--- config.mk ---
export PLATFORM = sky130hd
export DESIGN_NAME = pc_unit
export DESIGN_NICKNAME = d
export VERILOG_FILES = /design/src/rtl/pc_unit.sv
export SDC_FILE = /design/constraint.sdc
export NUM_CORES = 1
export LEC_CHECK = 0
export CAP_MARGIN = 20
export CORE_UTILIZATION = 40
export CTS_CLUSTER_SIZE = 20
export DETAILED_ROUTE_END_ITERATION = 8
export PLACE_DENSITY = 0.88
export SYNTH_ARGS = -nofsm -noshare
export SYNTH_HDL_FRONTEND = slang
export SYNTH_SLANG_ARGS = --single-unit
--- constraint.sdc ---
create_clock -name clock -period 3.9 [get_ports clock]
set_input_delay 1.17 -clock clock [delete_from_list [all_inputs] [get_ports clock]]
set_output_delay 1.17 -clock clock [all_outputs]
set_load 0.02 [all_outputs]
--- src/rtl/pc_unit.sv ---
// Program-counter / next-address stage: holds the PC, runs the fetch handshake
// with instruction memory and presents the latched instruction to decode.
module pc_unit #(
    parameter logic [31:0] RESET_ADDR = 32'h0000_0000
) (
    input  logic        clock,
    input  logic        reset,
    input  logic [31:0] endereco_deslocado,
    input  logic        branch,
    input  logic        zero,
    input  logic        jump,
    input  logic [25:0] jump_target,
    input  logic        jr,
    input  logic [31:0] reg_addr,
    input  logic        stall,
    input  logic        fetch_ack,
    input  logic [31:0] instr_in,
    output logic [31:0] pc_out,
    output logic [31:0] pc_mais_4,
    output logic        fetch_req,
    output logic [31:0] instr_out,
    output logic        instr_valid,
    output logic        misaligned
);

    typedef enum logic [1:0] {
        RESET_ST = 2'd0,
        FETCH    = 2'd1,
        EXEC     = 2'd2
    } state_t;

    state_t      state_reg, state_next;
    logic [31:0] pc_reg;
    logic [31:0] instr_reg;
    logic        misaligned_reg;
    logic [31:0] next_pc;
    logic        load_instr;
    logic        load_pc;

    assign pc_mais_4 = pc_reg + 32'd4;

    // jr > jump > taken branch > sequential
    always_comb begin
        next_pc = pc_mais_4;
        if (jr)
            next_pc = reg_addr;
        else if (jump)
            next_pc = {pc_mais_4[31:28], jump_target, 2'b00};
        else if (branch && zero)
            next_pc = pc_mais_4 + endereco_deslocado;
    end

    always_comb begin
        state_next = state_reg;
        load_instr = 1'b0;
        load_pc    = 1'b0;
        case (state_reg)
            RESET_ST: state_next = FETCH;
            FETCH: begin
                if (fetch_ack && !stall) begin
                    state_next = EXEC;
                    load_instr = 1'b1;
                end
            end
            EXEC: begin
                if (!stall) begin
                    state_next = FETCH;
                    load_pc    = 1'b1;
                end
            end
            default: state_next = RESET_ST;
        endcase
    end

    always_ff @(posedge clock) begin
        if (!reset) begin
            state_reg      <= RESET_ST;
            pc_reg         <= RESET_ADDR;
            instr_reg      <= 32'd0;
            misaligned_reg <= 1'b0;
        end else begin
            state_reg <= state_next;
            if (load_instr)
                instr_reg <= instr_in;
            if (load_pc)
                pc_reg <= next_pc;
            // Misaligned targets are still taken; the flag just records it.
            if (load_pc && (next_pc[1:0] != 2'b00))
                misaligned_reg <= 1'b1;
        end
    end

    assign pc_out      = pc_reg;
    assign instr_out   = instr_reg;
    assign fetch_req   = (state_reg == FETCH);
    assign instr_valid = (state_reg == EXEC);
    assign misaligned  = misaligned_reg;

endmodule

==> results list <==
* Total Neg Setup Slack: 0 ps
- The clock tree synthesis step divided the H-tree into 3 levels.
- In the finished design, the share of the clock period the worst path needs comes to 0.978.
* Number of buffer and inverter instances along the worst setup path: 1
- Worst hold start: instr_out[25]
- At the end of the flow the core is filled with cells to 0.663.
- met2 is the most crowded layer.
- The count of final max-slew check failures came to 0.
- At the pin with the least slew margin, the transition time is 763 ps.
- Using the TritonRoute via totals, the vias-per-cell ratio works out to 5.78.
- Clock-pin slew was measured on the worst setup and hold paths at 60 ps.
* Main combinational cell family by area after synthesis: compound AO/OA/AOI/OAI gates
* Async S/R FF share, synth: 0
- The initialized floorplan defines 43 standard-cell rows.
- After clock tree synthesis, the flow added hold-fix buffers numbering 0.
- Power spread over the standard cell area amounts to 225 nW/um^2.
- Crit. End Element: flip-flop
* Antenna fix cells: 0
* CTS tree: done
* Maximum vdd drop: 0.212 mV
* Final hold viol count: 0
- Registers take 1350 sq um.
- Adder-cell share of the synthesized area: 0.0885
- The number of antenna violations at the first check in global routing came to 0.
- The compound-gate portion of the synthesized area came to 0.287.
* Setup skew after layout: 12.3 ps
* Routed length per instance: 18.4 um
- Clock share of power: 0.417
* Final wirelength: 23,000 um
- The tree built by TritonCTS fans out to 67 sinks.
- Clock network latency to the later pin of the worst-skew pair: 360 ps
- Across every metal layer, demand over resource in global routing totals 0.303.
- Startpoint of the worst setup timing path: pc_out[3]
* Synthesized Nets: 954
- Measured against the total synthesized area, the mux share comes to 0.0211.
* Synth top area share: 0.234
* CP max FO: 5
* Filler cell count in the final layout: 1,141
- Of all cell types, the one taking the most synthesized area is dfxtp_1.
* Worst path arrival time: 4050 ps
- The min-delay analysis places its worst path in the category flip-flop to flip-flop.
- The first global-routing pass estimated 34,500 um of wire.
- Number of synthesized flops with an enable pin: 0
* Most instantiated flip-flop cell in the synthesis netlist: dfxtp_1
- Family with the most delay on the worst path: simple AND/OR/NAND/NOR gates
- Of the total power, the share spent switching nets is 0.294.
- In the final layout, the share of cells above drive strength 1 is 0.143.
* Total overflow reported by the global router: 0
- Max-cap violations in this run came to 0.
- For this run, global-route usage on met1 was measured as 0.358.
- The largest single stage delay on the critical path is 590 ps.
- Sorting the synthesized cells by area gives the leading types as dfxtp_1 (23%), nand2_1 (9.5%), ha_1 (8.5%), a21boi_0 (4.4%), a21oi_1 (4.4%).
* Portion of the post-synthesis area used by sequential elements: 0.234
- DIE AREA: 14,800 sq um
- The flow ran to the end, and the final reports show no timing, DRC or antenna violations.
- Cell breakdown of the critical path: ha_4 > nand3_2 > or4_4 > buf_6 > xnor2_1 > ha_1 > nand3_2 > o221ai_2 > a32oi_2 > or3_4 > o21a_1 > a2111oi_4 > mux2i_1 > nand2_1
- The largest individual stage delay along the critical path comes from the cell or4_4.
- The internal portion of the total power is 0.00147 W.
- During synthesis, Yosys emitted a total of 0 warnings.
- After synthesis the cells add up to 5740 sq um.
- Library cells used by synthesis: 71
- Synthesis-to-layout area growth: 61.0%
* Number of global-route vias before repair: 6,868
- The first routing iteration left 486 violations.
- From bottom edge to top edge, the die measures 122 um.
- The detail route stage leaves a number of antenna-violating nets equal to 0.
- Leakage power: 3.92 nW
- Chip width: 122 um
- Measured against its own limit, the worst slew margin works out to 0.491.
- Counting the buffers created by CTS gives 9.
- In the global route stage, met2 resource usage came out at 0.518.
* Type of the setup path with the least slack: flip-flop to flip-flop
- For met3 alone, demand over resource in global routing was 0.0679.
- Net switching power: 0.000611 W
- Flop2flop setup slack: 90 ps
- Of the total power, combinational logic draws 0.241.
* Clock Tree Buf Depth: 2
* Max Clk Rate: 262 MHz
* Avg Inst Size Synth: 7.32 sq um
- Final cell area excluding filler cells: 9250 sq um
- Post-DP Area: 8760 sq um
- Buffers placed on the I/O ports in this run total 228.
- Data on the critical path is required at its endpoint by 4140 ps.
* Weighted congestion reported at the end of routability-driven placement: 0.987
* CP startpoint kind: flip-flop
- Post-route DRC violation count: 0
- The startpoint identified for the worst register-to-register timing path is pc_out[3].
* Sequential power share: 0.342
* Io pins: 229
- Effective utilization at floorplan: 0.412
- Total number of vias: 7,233
* Post-Synth XOR/XNOR Area: 0.0682
- Setup violations remaining at the end of the flow were counted as 0.
* Cells after Synth: 784
- Number of nets in the finished design: 1,237
* Most frequent cell on the critical path: nand3_2
- The HPWL after detailed placement is 17,700 um.
- The clock period could shrink to 3810 ps.
* Area occupied by multi-input gates: 4360 sq um
* Synth Register Bits: 67
- Of the total synthesized cell area, the portion taken by AND, OR, NAND and NOR gates is 0.256.
- For this run, the detailed router's first-pass iteration total came to 5.
- Largest net degree at the start of global routing: 57
* Root Buffer: clkbuf_16
- Core footprint: 13,900 sq um
## per-stage QoR
step           worst slack, ps  instances  hold WS, ps  power, W
3_3_place_gp             -85.0       1231          451   0.00120
6_report                  87.0       1252          462   0.00208
3_5_place_dp              -157       1231          457   0.00121
4_1_cts                   2.49       1248          465   0.00207
2_1_floorplan             19.7        784          527  0.000940
5_1_grt                  -11.7       1252          488   0.00215
## layer usage
| metal | part of all wire | up-vias |
|---|---|---|
| met4 | 0.042 | 0 |
| met2 | 0.47 | 417 |
| met5 | 0 | - |
| li1 | - | 3400 |
| met3 | 0.10 | 85 |
| met1 | 0.39 | 3331 |
## layout by cell type, fill, tap and decap left out, drive strengths merged, types with 3 or more instances in the layout
cell,synthesis,routed
buf,7,89
a21boi,34,34
nand2,146,146
nand2b,15,15
inv,22,25
a221oi,5,5
nor2b,8,8
and4,9,9
ha,39,39
xor2,20,20
o22ai,10,10
o31ai,9,9
o221ai,4,4
o211a,7,7
dfxtp,67,67
or3,5,5
o211ai,14,14
a211oi,6,6
and3,6,6
and2,7,7
a31oi,8,8
o21ai,42,42
a21o,11,11
nand4,10,10
clkbuf,36,11
nand3,20,20
a32oi,5,5
o21a,6,6
clkdlybuf4s50,0,209
a22oi,3,3
clkinv,2,4
xnor2,23,23
mux2i,11,11
nor3,16,16
nor2,59,59
a22o,4,4
dlymetal6s2s,0,3
dlygate4sd2,0,11
a21oi,51,51
## worst reg2reg max path, cell delays in order (launching register included)
cell and delay, ps:
dfxtp_2 360, ha_4 140, nand3_2 100, or4_4 590, buf_6 160, xnor2_1 150
ha_1 410, nand3_2 130, o221ai_2 260, a32oi_2 110, or3_4 390, o21a_1 240
a2111oi_4 400, mux2i_1 220, nand2_1 60
## cell usage after synthesis, drive strengths merged (3+ instances only)
cell and instances:
o21a 6, nand2b 15, nand4 10, inv 22, a211oi 6, ha 39, nand3 20, nor2 59
a22oi 3, o211a 7, nor3 16, buf 7, xor2 20, o22ai 10, a21o 11, o21ai 42
xnor2 23, a22o 4, and4 9, a21boi 34, and3 6, or3 5, a32oi 5, a221oi 5
nor2b 8, dfxtp 67, a21oi 51, mux2i 11, o221ai 4, o211ai 14, and2 7, o31ai 9
clkbuf 36, a31oi 8, nand2 146
## repair_timing
item	CTS	global route
gates resized for setup	26	33
setup buffers	1	4
pin swaps	0	13
setup endpoints to repair	17	18
## path summary, 6_finish.rpt
check,cells past startpoint,endpoint
worst max-delay path,14,pc_out[31]
worst min-delay path,2,instr_out[25]
worst max register to register,14,pc_out[31]
worst min register to register,2,instr_out[25]
## power by group through the flow
stage                     clock, W  combinational [W]  sequential (W)
after floorplan                  0           0.000197        0.000743
after global placement           0           0.000476        0.000724
after detailed placement         0           0.000483        0.000725
after CTS                 0.000878           0.000486        0.000710
after global routing      0.000910           0.000533        0.000712
final                     0.000866           0.000500        0.000711
## logic make-up (layout without fill, tap and decap cells)
family                     Yosys count  count (layout)
xor gates and xnor gates            43              43
muxes                               12              12
and+or+nand+nor                    312             312
buffers and inverters               67             355
AOI/OAI and AO/OA                  243             243
DFF                                 67              67
adders and majority gates           40              40
## area by class of cell
cell class	instances	share of cell area
clock buffers	9	0.0244
clock inverters	7	0.00907
inverters	24	0.00974
multi-input cells	650	0.472
flip-flops and latches	67	0.146
well taps	180	0.0244
repair buffers	315	0.315
(Power assumes the default switching activity.)
